===== src/rtl/axis_fifo_if.sv =====
// -----------------------------------------------------------------------------
// axis_fifo_if
// AXI-Stream beat bundle shared by both sides of axis_fifo.
//
// Parameters
//   width   TData width in bits; data is declared [0:width-1]
//
// Signals
//   TData   beat data            (master -> slave)
//   TValid  beat valid           (master -> slave)
//   TLast   last beat of packet  (master -> slave)
//   TReady  slave can accept     (slave  -> master)
//
// Modports
//   master  drives TData/TValid/TLast, samples TReady
//   slave   samples TData/TValid/TLast, drives TReady
// -----------------------------------------------------------------------------
interface axis_fifo_if #(
    parameter int width = 8
) ();

    logic [0:width-1] TData;
    logic             TValid;
    logic             TLast;
    logic             TReady;

    modport master (
        output TData,
        output TValid,
        output TLast,
        input  TReady
    );

    modport slave (
        input  TData,
        input  TValid,
        input  TLast,
        output TReady
    );

endinterface : axis_fifo_if


===== src/rtl/axis_fifo.sv =====
// -----------------------------------------------------------------------------
// axis_fifo
// Single-clock AXI-Stream FIFO with first-word-fall-through output. Buffers up
// to `depth` beats of {TLast, TData} between an upstream master and a
// downstream slave. A beat written at edge N is visible at the output after
// edge N; there is no bypass path when the FIFO is empty.
//
// Parameters
//   depth   number of storage entries (>= 2, need not be a power of two)
//   width   TData width in bits
//
// Ports
//   CLK      in   clock, all logic on the rising edge
//   Reset    in   synchronous active-high reset / flush (contents not cleared)
//   s_axis   slave modport  : upstream beats in (S_TData/S_TValid/S_TLast/S_TReady)
//   m_axis   master modport : head beat out     (M_TData/M_TValid/M_TLast/M_TReady)
//   isEmpty  out  no entries stored
//   isFull   out  depth entries stored
//
// Configuration
//   FIFO_PACKET_MODE_EN  when defined, the head beat is only offered once at
//                        least one complete packet (a stored TLast beat) is
//                        present, or the FIFO is full (deadlock release).
//                        When undefined the FIFO is plain FWFT.
// -----------------------------------------------------------------------------
module axis_fifo #(
    parameter int depth = 8,
    parameter int width = 8
) (
    input  logic        CLK,
    input  logic        Reset,
    axis_fifo_if.slave  s_axis,
    axis_fifo_if.master m_axis,
    output logic        isEmpty,
    output logic        isFull
);

    localparam int PTR_W = (depth > 1) ? $clog2(depth) : 1;
    localparam int CNT_W = $clog2(depth + 1);

    localparam logic [PTR_W-1:0] PTR_LAST  = PTR_W'(depth - 1);
    localparam logic [PTR_W-1:0] PTR_ZERO  = {PTR_W{1'b0}};
    localparam logic [CNT_W-1:0] CNT_FULL  = CNT_W'(depth);
    localparam logic [CNT_W-1:0] CNT_ZERO  = {CNT_W{1'b0}};
    localparam logic [CNT_W-1:0] CNT_ONE   = {{(CNT_W-1){1'b0}}, 1'b1};

    // Pointer advance with explicit wrap so non-power-of-two depths work.
    function automatic logic [PTR_W-1:0] next_ptr(input logic [PTR_W-1:0] ptr);
        logic [PTR_W-1:0] nxt;
        if (ptr == PTR_LAST) begin
            nxt = PTR_ZERO;
        end else begin
            nxt = ptr + {{(PTR_W-1){1'b0}}, 1'b1};
        end
        return nxt;
    endfunction

    // Counter update from independent increment/decrement strobes.
    function automatic logic [CNT_W-1:0] upd_cnt(input logic [CNT_W-1:0] cnt,
                                                 input logic              inc,
                                                 input logic              dec);
        logic [CNT_W-1:0] nxt;
        case ({inc, dec})
            2'b10:   nxt = cnt + CNT_ONE;
            2'b01:   nxt = cnt - CNT_ONE;
            default: nxt = cnt;
        endcase
        return nxt;
    endfunction

    // Entry layout: bit 0 is TLast, bits 1..width are TData.
    logic [0:width]   mem_r [0:depth-1];
    logic [PTR_W-1:0] wr_ptr_r;
    logic [PTR_W-1:0] rd_ptr_r;
    logic [CNT_W-1:0] count_r;

    logic             is_full_s;
    logic             is_empty_s;
    logic             s_ready_s;
    logic             m_valid_s;
    logic             wr_fire_s;
    logic             rd_fire_s;
    logic [0:width]   rd_entry_s;

`ifdef FIFO_PACKET_MODE_EN
    logic [CNT_W-1:0] pkt_cnt_r;
    logic             pkt_ready_s;
    logic             rd_last_s;
`endif

    // Status flags and handshake qualifiers, all derived from registered count.
    always_comb begin
        is_full_s  = (count_r == CNT_FULL);
        is_empty_s = (count_r == CNT_ZERO);
        s_ready_s  = !is_full_s;
`ifdef FIFO_PACKET_MODE_EN
        // Releasing on full keeps a packet larger than the FIFO from stalling forever.
        pkt_ready_s = (pkt_cnt_r != CNT_ZERO) || is_full_s;
        m_valid_s   = !is_empty_s && pkt_ready_s;
`else
        m_valid_s  = !is_empty_s;
`endif
        wr_fire_s  = s_axis.TValid && s_ready_s;
        rd_fire_s  = m_valid_s && m_axis.TReady;
    end

    // Head entry read out combinationally (first-word-fall-through).
    always_comb begin
        rd_entry_s = mem_r[rd_ptr_r];
`ifdef FIFO_PACKET_MODE_EN
        rd_last_s  = rd_entry_s[0];
`endif
    end

    // Port drivers.
    always_comb begin
        s_axis.TReady = s_ready_s;
        m_axis.TValid = m_valid_s;
        m_axis.TLast  = rd_entry_s[0];
        m_axis.TData  = rd_entry_s[1:width];
        isEmpty       = is_empty_s;
        isFull        = is_full_s;
    end

    // Storage array; not reset, a flush only moves the pointers.
    always_ff @(posedge CLK) begin
        if (!Reset && wr_fire_s) begin
            mem_r[wr_ptr_r] <= {s_axis.TLast, s_axis.TData};
        end
    end

    // Pointers and occupancy; reset overrides any handshake in the same cycle.
    always_ff @(posedge CLK) begin
        if (Reset) begin
            wr_ptr_r <= PTR_ZERO;
            rd_ptr_r <= PTR_ZERO;
            count_r  <= CNT_ZERO;
        end else begin
            if (wr_fire_s) begin
                wr_ptr_r <= next_ptr(wr_ptr_r);
            end else begin
                wr_ptr_r <= wr_ptr_r;
            end
            if (rd_fire_s) begin
                rd_ptr_r <= next_ptr(rd_ptr_r);
            end else begin
                rd_ptr_r <= rd_ptr_r;
            end
            count_r <= upd_cnt(count_r, wr_fire_s, rd_fire_s);
        end
    end

`ifdef FIFO_PACKET_MODE_EN
    // Number of complete packets held: stored beats carrying TLast.
    always_ff @(posedge CLK) begin
        if (Reset) begin
            pkt_cnt_r <= CNT_ZERO;
        end else begin
            pkt_cnt_r <= upd_cnt(pkt_cnt_r,
                                 wr_fire_s && s_axis.TLast,
                                 rd_fire_s && rd_last_s);
        end
    end
`endif

endmodule : axis_fifo


===== src/flat_wrapper.sv =====
// flat-port wrapper written by rule: the top's interface ports become plain ports
module axis_fifo_flat 
#(
    parameter int depth = 8,
    parameter int width = 8
)
  (CLK, Reset, isEmpty, isFull, s_axis_TData, s_axis_TValid, s_axis_TLast, s_axis_TReady, m_axis_TData, m_axis_TValid, m_axis_TLast, m_axis_TReady);
  axis_fifo_if #(.width(width)) s_axis_i ();
  axis_fifo_if #(.width(width)) m_axis_i ();
  input  logic CLK;
  input  logic Reset;
  output logic isEmpty;
  output logic isFull;
  input wire logic [$bits(s_axis_i.TData)-1:0] s_axis_TData;
  input wire logic [$bits(s_axis_i.TValid)-1:0] s_axis_TValid;
  input wire logic [$bits(s_axis_i.TLast)-1:0] s_axis_TLast;
  output wire logic [$bits(s_axis_i.TReady)-1:0] s_axis_TReady;
  output wire logic [$bits(m_axis_i.TData)-1:0] m_axis_TData;
  output wire logic [$bits(m_axis_i.TValid)-1:0] m_axis_TValid;
  output wire logic [$bits(m_axis_i.TLast)-1:0] m_axis_TLast;
  input wire logic [$bits(m_axis_i.TReady)-1:0] m_axis_TReady;
  assign s_axis_i.TData = s_axis_TData;
  assign s_axis_i.TValid = s_axis_TValid;
  assign s_axis_i.TLast = s_axis_TLast;
  assign s_axis_TReady = s_axis_i.TReady;
  assign m_axis_TData = m_axis_i.TData;
  assign m_axis_TValid = m_axis_i.TValid;
  assign m_axis_TLast = m_axis_i.TLast;
  assign m_axis_i.TReady = m_axis_TReady;
  axis_fifo #(.depth(depth), .width(width)) u_core (.CLK(CLK), .Reset(Reset), .s_axis(s_axis_i), .m_axis(m_axis_i), .isEmpty(isEmpty), .isFull(isFull));
endmodule

===== config.mk =====
export PLATFORM = sky130hd
export DESIGN_NAME = axis_fifo_flat
export DESIGN_NICKNAME = d
export VERILOG_FILES = /design/src/rtl/axis_fifo_if.sv /design/src/rtl/axis_fifo.sv /design/src/flat_wrapper.sv
export SDC_FILE = /design/constraint.sdc
export NUM_CORES = 1
export LEC_CHECK = 0
export ABC_AREA = 0
export ABC_CLOCK_PERIOD_IN_PS = 5400
export CELL_PAD_IN_SITES_DETAIL_PLACEMENT = 1
export CELL_PAD_IN_SITES_GLOBAL_PLACEMENT = 2
export CORE_MARGIN = 2
export CORE_UTILIZATION = 47
export CTS_CLUSTER_DIAMETER = 40
export DETAILED_ROUTE_END_ITERATION = 12
export HOLD_SLACK_MARGIN = 0.15
export PLACE_DENSITY_LB_ADDON = 0.08
export SETUP_SLACK_MARGIN = 0.3
export SYNTH_ARGS = -nofsm -noshare
export SYNTH_HDL_FRONTEND = slang
export SYNTH_SLANG_ARGS = --single-unit

===== constraint.sdc =====
create_clock -name CLK -period 5.4 [get_ports CLK]
set_input_delay 0.81 -clock CLK [delete_from_list [all_inputs] [get_ports CLK]]
set_output_delay 0.81 -clock CLK [all_outputs]
set_load 0.01 [all_outputs]

==> impl_metrics.toml, run 1 <==
[status]
outcome = "completed"

[floorplanning]
num_rows = 31
core_um2 = 7180
die_w_um = 89.8
dieHeight_um = 89.8
die-area_um2 = 8060
initial_utilization_pct = 48.2
io_pins = 26

[setup_path]
crit_path_start_kind = "flip-flop"
path_max_fanout = 18
critical_path_arrival_ps = 2810
reg2reg_from = "u_core.count_r[0]"
end_kind = "output port"
rrSetupSlack_ps = 2570
criticalPathCategory = "reg -> out"
r2r_end = "u_core.count_r[3]"
cp_top_family = "flip-flops"
crit_buf_inv = 1
cp.required_ps = 4590
cpPeakStageDelay_ps = 1020
slowest_stage = "dfxtp_1"
path_cells = "mux4_1, mux2_2, clkdlybuf4s50_1"
reg2reg_depth = 9

[route]
drt_pass1_iterations = 4
ant_nets = 0
dr_total_vias = 1729
routed_via_density = 5.45
routed_wl_um = 6610
drt_iter0_drc = 95
wl_per_cell_um = 20.9
drc_errors = 0

[logic_synthesis]
synth_flop_cell = "edfxtp_1"
syn_nets = 205
async_reset_ff_share_pct = 0
synth_area_um2 = 3460
synth_seq_area_share_pct = 70.0
synth_cell_types = 29
syn_inst = 184
syn_area_per_cell_um2 = 18.8
synth-seq-cells = 85
synth_warnings = 0
synth_edf_count = 72

[pwr]
vdd_ir_drop_max_mv = 0.255
p_sw_share_pct = 26.9
seqPwrFrac_pct = 50.2
p_clk_share_pct = 27.4
power.switching_uw = 431
p_int_uw = 1170
leakagePower_uw = 0.00133
combPwrFrac_pct = 22.4
power_density_nw_per_um2 = 402

[clocking]
postCtsResizedCells = 0
cts_sinks = 85
cts_tree = "done"
htreeDepth = 3
cts_hold_buf = 0
clk_latency_ps = 340
post_cts_buffers = 0
cts_buffers = 9
root_buffer = "clkbuf_8"
clock_path_buffers = 2
clk_pin_slew_ps = 80

[sta]
finalSetupViolCount = 0
worst_hold_slack_ps = 508
clock.fmax_mhz = 276
final.period_utilization_pct = 67.0
final-max-slew-violation-count = 0
period_needed_ps = 3620
tns_ps = 0
relSlewSlack_pct = 23.6
worstMarginPinSlew_ps = 1140
finClkSkew_ps = 7.61
rsz0062_at_grt = "no"
hold_viol = 0

[cells_and_area]
fillers = 649
area_growth_pct = 15.0
fin_cells = 317
diodes = 0
layout_common_cells = "edfxtp_1, clkdlybuf4s50_1, mux4_1"
drive_gt1_share_pct = 12.4
nets = 234
final_common_cell = "edfxtp_1"

[place]
gp_congestion = 0.657
port_buffers = 25
dpl.hpwl_um = 4170
dp.cells = 301

[hold_path]
holdPathStages = 2
hold_path.class = "reg -> reg"
hp-start = "u_core.count_r[3]"
holdPathEnd = "u_core.count_r[3]"

[global_route]
grt_pass1_vias = 1917
grt.overflow.total = 0
antenna_found_initial = 0
grt_max_degree = 19
track_usage_pct = 17.6
grt_pass1_wl_um = 10600

[flow_run]
cap_violations = 0
## state kept, by name, summed over array words and instances (netlist names), named ones only
register,count
u_core.mem_r,72
u_core.count_r,4
u_core.rd_ptr_r,3
u_core.wr_ptr_r,3
## worst min-delay path, delay by kind of cell, from the launching register on
kind / cells / cell delay [ps]
AO/OA/AOI/OAI: 2 / 130
flip-flops: 1 / 330
## power groups by stage
| stage | combinational, uW | sequential [uW] | clock, uW |
|---|---|---|---|
| final | 358 | 803 | 438 |
| after global routing | 391 | 811 | 464 |
| after CTS | 363 | 805 | 441 |
| after detailed placement | 361 | 820 | 0 |
| after global placement | 347 | 815 | 0 |
| after floorplan | 276 | 775 | 0 |
## area by class of cell
cell class | count | area [um^2] | share of cell area (%)
clock inverter | 6 | 63.8 | 1.60
inverter | 6 | 22.5 | 0.566
timing repair buffer | 26 | 258 | 6.48
multi-input combinational | 85 | 962 | 24.2
clock buffer | 10 | 128 | 3.21
tap | 99 | 124 | 3.11
sequential | 85 | 2420 | 60.9
## metrics by stage
step	worst slack [ps]	utilization, %	power [uW]	instance area (um^2)
finish	1780	55.5	1600	3980
global route	1680	55.5	1670	3980
CTS	1720	55.5	1610	3980
detailed placement	2110	52.8	1180	3790
global placement	2160	52.8	1160	3790
floorplan	2850	-	1050	3460
## worst max-delay path by stage
stage / start / endpoint / slack (ps) / depth (start not counted)
after floorplan: u_core.count_r[0] / u_core.count_r[3] / 2850 / 10
final: flip-flop / m_axis_TData[4] / 1780 / 3
after detailed placement: flip-flop / m_axis_TData[4] / 2110 / 3
after global placement: flip-flop / m_axis_TLast / 2160 / 3
after global routing: flip-flop / m_axis_TLast / 1680 / 3
after CTS: flip-flop / m_axis_TData[4] / 1720 / 3
## routing by layer
metal  track usage (%)  vias to the layer above  routed length (um)
li1                  -                      798                   -
met1              24.4                      892                3140
met2              28.0                       30                3200
met3              3.35                        9                 202
met4              6.41                        0                  70
met5                 0                        -                   0
## synthesized netlist by cell type, types with 2 or more instances
master | n | area share, %
mux4_1 | 18 | 14
dfxtp_1 | 13 | 7.5
nand3_1 | 3 | 0.43
nor3_1 | 2 | 0.29
nand4b_1 | 2 | 0.51
xor2_1 | 2 | 0.51
or3_1 | 3 | 0.54
a21oi_1 | 10 | 1.4
nor2_1 | 12 | 1.3
nand2b_1 | 2 | 0.36
inv_1 | 6 | 0.65
clkbuf_1 | 2 | 0.22
edfxtp_1 | 72 | 62
mux2_2 | 9 | 2.9
buf_2 | 2 | 0.29
or4_1 | 2 | 0.43
nand2_1 | 6 | 0.65
ha_1 | 7 | 2.5
## logic make-up after synthesis
family          count (synthesis)  share of synthesized area (%)
simple gates                   36                           5.50
flops                          85                           70.0
fa+ha+maj                       8                           3.11
buf+inv                        14                           2.31
mux                            28                           16.9
xor+xnor                        2                          0.506
compound gates                 11                           1.66
Power figures use the tool's default switching activity.
==> run 2, diff against run 1 <==
Settings changed: ABC_CLOCK_PERIOD_IN_PS 5400 to 3210, CORE_UTILIZATION 47 to 40.
Clock period 5.4 ns to 3.21 ns, I/O delays scaled along.
==> run 2 against run 1 <==
Net effect:
- worst setup slack got worse by 1400 ps
- clock skew rose by 1.3 ps
- die area rose by 17%
- largest cell class unchanged
- cell area rose by 2.5%
- clock power rose by 85%
- via count rose by 1.4%
- worst hold slack got worse by 15 ps
- routed wire length fell by 0.44%
==> impl_metrics.toml, run 2 (synthesis results as in run 1) <==
[place]
dp.cells = 316
dpl.hpwl_um = 4320
gp_congestion = 0.738
port_buffers = 25

[clocking]
cts_hold_buf = 0
postCtsResizedCells = 0
post_cts_buffers = 0
cts_buffers = 9
root_buffer = "clkbuf_8"
cts_sinks = 85
clk_pin_slew_ps = 80
cts_tree = "done"
clock_path_buffers = 2
clk_latency_ps = 350
htreeDepth = 3

[setup_path]
slowest_stage = "mux4_1"
end_kind = "output port"
criticalPathCategory = "reg -> out"
path_cells = "buf_4, mux4_1, mux2_2, clkdlybuf4s50_1"
cpPeakStageDelay_ps = 610
rrSetupSlack_ps = 450
crit_path_start_kind = "flip-flop"
r2r_end = "u_core.count_r[3]"
crit_end = "m_axis_TLast"
reg2reg_from = "u_core.count_r[0]"
cp.required_ps = 2730
critical_path_arrival_ps = 2320
reg2reg_depth = 9
path_max_fanout = 18

[global_route]
grt_pass1_wl_um = 10300
track_usage_pct = 14.7
grt.overflow.total = 0
grt_max_degree = 19
grt_pass1_vias = 1929
antenna_found_initial = 0

[cells_and_area]
regMostFlops = "u_core.mem_r"
postLayoutCoreUtil_pct = 49.2
reg.largest.list = "u_core.mem_r (72), u_core.count_r (4)"
nets = 243
multiInputGateArea_um2 = 965
fillers = 769
fin_cells = 332
layout_common_cells = "edfxtp_1, clkdlybuf4s50_1, mux4_1"
final_common_cell = "edfxtp_1"
regArea_um2 = 2420
largest_reg_flops = 72
area_growth_pct = 18.0
drive_gt1_share_pct = 16.3
diodes = 0

[sta]
rsz0062_at_grt = "no"
final.period_utilization_pct = 87.3
finClkSkew_ps = 8.92
tns_ps = 0
period_needed_ps = 2800
finalSetupViolCount = 0
clock.fmax_mhz = 357
worstMarginPinSlew_ps = 539
relSlewSlack_pct = 64.0
hold_viol = 0
final-max-slew-violation-count = 0
worst_hold_slack_ps = 493

[floorplanning]
core_um2 = 8300
die-area_um2 = 9410
dieHeight_um = 97
num_rows = 33
io_pins = 26
die_w_um = 97
initial_utilization_pct = 41.7

[route]
wl_per_cell_um = 19.8
drt_iter0_drc = 56
drt_pass1_iterations = 4
drc_errors = 0
routed_via_density = 5.28
routed_wl_um = 6580
dr_total_vias = 1754
ant_nets = 0

[pwr]
power_density_nw_per_um2 = 683
leakagePower_uw = 0.00138
vdd_ir_drop_max_mv = 0.295

[hold_path]
holdPathStages = 2
hold_path.class = "reg -> reg"

[status]
outcome = "completed"

[flow_run]
cap_violations = 0
[run 2: changes by cell type in the layout (fill, tap and decap cells not counted), sizes merged]
cell / previous run / this run
buf: 1 / 10
clkinv: 4 / 2
bufinv: 1 / 2
clkinvlp: 1 / 2
[run 2: final cells by class]
class / count / area share (%)
Timing Repair Buffer: 35 / 7.97
Clock buffer: 10 / 3.13
Tap cell: 105 / 3.22
Clock inverter: 6 / 2.15
Multi-Input combinational cell: 85 / 23.6
Sequential cell: 85 / 59.4
Inverter: 6 / 0.552
[run 2: critical path, delay by kind of cell, from the launching register on]
kind / cells / cell delay [ps]
buf+inv: 2 / 770
flops: 1 / 310
mux: 2 / 880
[run 2: worst min-delay path by stage]
| stage | to | slack, ps | from |
|---|---|---|---|
| 2_1_floorplan | flip-flop | 450 | u_core.rd_ptr_r[1] |
| 3_3_place_gp | u_core.wr_ptr_r[1] | 470 | u_core.wr_ptr_r[1] |
| 3_5_place_dp | u_core.wr_ptr_r[1] | 490 | u_core.wr_ptr_r[1] |
| 4_1_cts | u_core.wr_ptr_r[1] | 500 | u_core.wr_ptr_r[1] |
| 5_1_grt | u_core.wr_ptr_r[1] | 520 | u_core.wr_ptr_r[1] |
| 6_report | u_core.wr_ptr_r[1] | 490 | u_core.wr_ptr_r[1] |
[run 2: stage by stage]
| stage | setup WS, ps | power (uW) | cell area (um^2) |
|---|---|---|---|
| 6_report | 409 | 2790 | 4080 |
| 5_1_grt | 301 | 2920 | 4080 |
| 4_1_cts | 366 | 2800 | 4070 |
| 3_5_place_dp | 394 | 2000 | 3860 |
| 3_3_place_gp | 612 | 1960 | 3860 |
| 2_1_floorplan | 660 | 1770 | 3460 |
[run 2: layer usage]
| layer | vias to the layer above | track usage (%) | part of all wire [%] |
|---|---|---|---|
| li1 | 817 | - | - |
| met1 | 902 | 17.0 | 41 |
| met2 | 27 | 26.2 | 54 |
| met3 | 8 | 3.32 | 3.2 |
| met4 | 0 | 6.50 | 1.9 |
| met5 | - | 0 | 0 |
[run 2: where the power goes]
group | switching [uW] | leakage (uW) | internal, uW | total (uW)
Combinational | 306 | 0.000526 | 378 | 684
Clock | 373 | 0.000100 | 437 | 810
Sequential | 40.6 | 0.000756 | 1250 | 1290
Total | 720 | 0.00138 | 2070 | 2790
==> run 3, diff against run 2 <==
Settings changed: CORE_UTILIZATION 40 to 30, GPL_ROUTABILITY_DRIVEN set to 0.
==> run 3 against run 2 <==
Net effect:
- sequential share of layout area decreased by 1.9 points
- sequential power about the same
- cell area is 3.3% higher
- clock skew shrank 4.2 ps
- via count is 1.5% higher
- maximum frequency rose by 1.5%
- critical path depth stayed put
- worst hold slack improved by 0.65 ps
- clock power grew 31%
- non-clock buffer count did not move
- routed wire length increased by 8.0%
- combinational power is 2% higher
- critical path type unchanged
==> impl_metrics.toml, run 3 (synthesis results as in run 1) <==
[cells_and_area]
diodes = 0
largest_reg_flops = 72
reg.largest.list = "u_core.mem_r (72), u_core.count_r (4)"
nets = 243
layout_common_cells = "edfxtp_1, clkdlybuf4s50_1, mux4_1"
drive_gt1_share_pct = 15.0
regMostFlops = "u_core.mem_r"
final_common_cell = "edfxtp_1"
postLayoutCoreUtil_pct = 37.3
area_growth_pct = 21.9

[sta]
hold_viol = 0
tns_ps = 0
finalSetupViolCount = 0
finClkSkew_ps = 4.72
clock.fmax_mhz = 362
relSlewSlack_pct = 57.4
worstMarginPinSlew_ps = 638
period_needed_ps = 2760
rsz0062_at_grt = "no"
final-max-slew-violation-count = 0
final.period_utilization_pct = 86.0

[setup_path]
crit_path_start_kind = "flip-flop"
crit_buf_inv = 2
path_max_fanout = 18
cpPeakStageDelay_ps = 610
slowest_stage = "mux4_1"
path_cells = "buf_6, mux4_1, mux2_2, clkdlybuf4s50_1"
criticalPathCategory = "reg -> out"
end_kind = "output port"
cp.required_ps = 2730
cp_top_family = "multiplexers"
critical_path_arrival_ps = 2280

[clocking]
htreeDepth = 3
cts_sinks = 85
post_cts_buffers = 0
clock_path_buffers = 2
clk_latency_ps = 330
root_buffer = "clkbuf_16"
cts_buffers = 9
cts_tree = "done"
clk_pin_slew_ps = 60

[status]
outcome = "completed"

[global_route]
grt_max_degree = 19
grt.overflow.total = 0
grt_pass1_wl_um = 11000
track_usage_pct = 12.2
antenna_found_initial = 0
grt_pass1_vias = 1958

[pwr]
combPwrFrac_pct = 22.9
p_int_uw = 2300
p_sw_share_pct = 24.8
vdd_ir_drop_max_mv = 0.297
p_clk_share_pct = 34.8
power.switching_uw = 757
seqPwrFrac_pct = 42.4
power_density_nw_per_um2 = 725
leakagePower_uw = 0.00143

[floorplanning]
die-area_um2 = 12400
die_w_um = 111
core_um2 = 11300
io_pins = 26
initial_utilization_pct = 30.6
dieHeight_um = 111
num_rows = 39

[route]
routed_via_density = 4.82
wl_per_cell_um = 19.3
dr_total_vias = 1780
drc_errors = 0
ant_nets = 0
drt_pass1_iterations = 4
routed_wl_um = 7110
drt_iter0_drc = 61

[place]
port_buffers = 25
dpl.hpwl_um = 4600

[hold_path]
hold_path.class = "reg -> reg"

[flow_run]
cap_violations = 0
==> run 3: cell count changes in the layout (fill, tap and decap cells not counted) <==
cell / change
clkinv_4: -1
clkinv_1: +2
or4b_1: +1
clkinvlp_4: -1
clkbuf_8: -9
or4b_4: -1
clkbuf_16: +9
buf_4: -1
clkbuf_1: -1
buf_6: +1
==> run 3: final timing paths <==
kind / to / slack (ps) / cells past startpoint / startpoint
min reg2reg: u_core.wr_ptr_r[1] / 490 / 2 / u_core.wr_ptr_r[1]
max reg2reg: u_core.count_r[3] / 490 / 9 / u_core.count_r[0]
max: m_axis_TData[3] / 450 / 4 / flip-flop
min: u_core.wr_ptr_r[1] / 490 / 2 / u_core.wr_ptr_r[1]
==> run 3: area by class of cell <==
| cell class | count | area, um^2 |
|---|---|---|
| repair buffers | 35 | 329 |
| clock buffers | 9 | 225 |
| fillers | 1130 | 7100 |
| inverters | 6 | 22.5 |
| clock inverters | 6 | 78.8 |
| well taps | 143 | 179 |
| multi-input cells | 85 | 961 |
| flip-flops and latches | 85 | 2420 |
==> run 3: worst reg2reg max path, cell delays in order (launching register included) <==
cell and delay [ps]:
dfxtp_1 360, or4_4 600, nand2_2 150, inv_1 60, ha_1 220, ha_1 340, a21oi_1 190, a21oi_1 110
or4_1 470, a21oi_1 160
==> run 3: through the flow <==
stage	setup WS, ps	cell area [um^2]	instances	hold slack [ps]	total power [uW]
2_1_floorplan	660	3460	184	454	1770
3_3_place_gp	602	3910	354	474	1980
3_5_place_dp	395	3910	354	496	2010
5_1_grt	345	4220	369	529	3200
4_1_cts	351	4210	369	503	3090
6_report	449	4220	369	493	3060
==> run 3: layer usage <==
metal | GRT usage (%) | part of all wire, % | vias up
li1 | - | - | 813
met1 | 14.7 | 44 | 929
met2 | 21.0 | 52 | 26
met3 | 2.72 | 2.4 | 12
met4 | 5.51 | 1.7 | 0
met5 | 0 | 0 | -
==> run 3: what timing repair did <==
| item | 4_1_cts | 5_1_grt |
|---|---|---|
| hold buffers | 0 | 0 |
| hold endpoints to repair | 0 | 0 |
| setup endpoints to repair | 0 | 2 |
| resized for setup | 0 | 2 |
==> run 3: power by group through the flow <==
| stage | Sequential [uW] | Clock, uW | Combinational (uW) |
|---|---|---|---|
| after floorplan | 1300 | 0 | 464 |
| after global placement | 1310 | 0 | 667 |
| after detailed placement | 1320 | 0 | 697 |
| after CTS | 1290 | 1090 | 702 |
| after global routing | 1300 | 1140 | 759 |
| final | 1300 | 1060 | 699 |
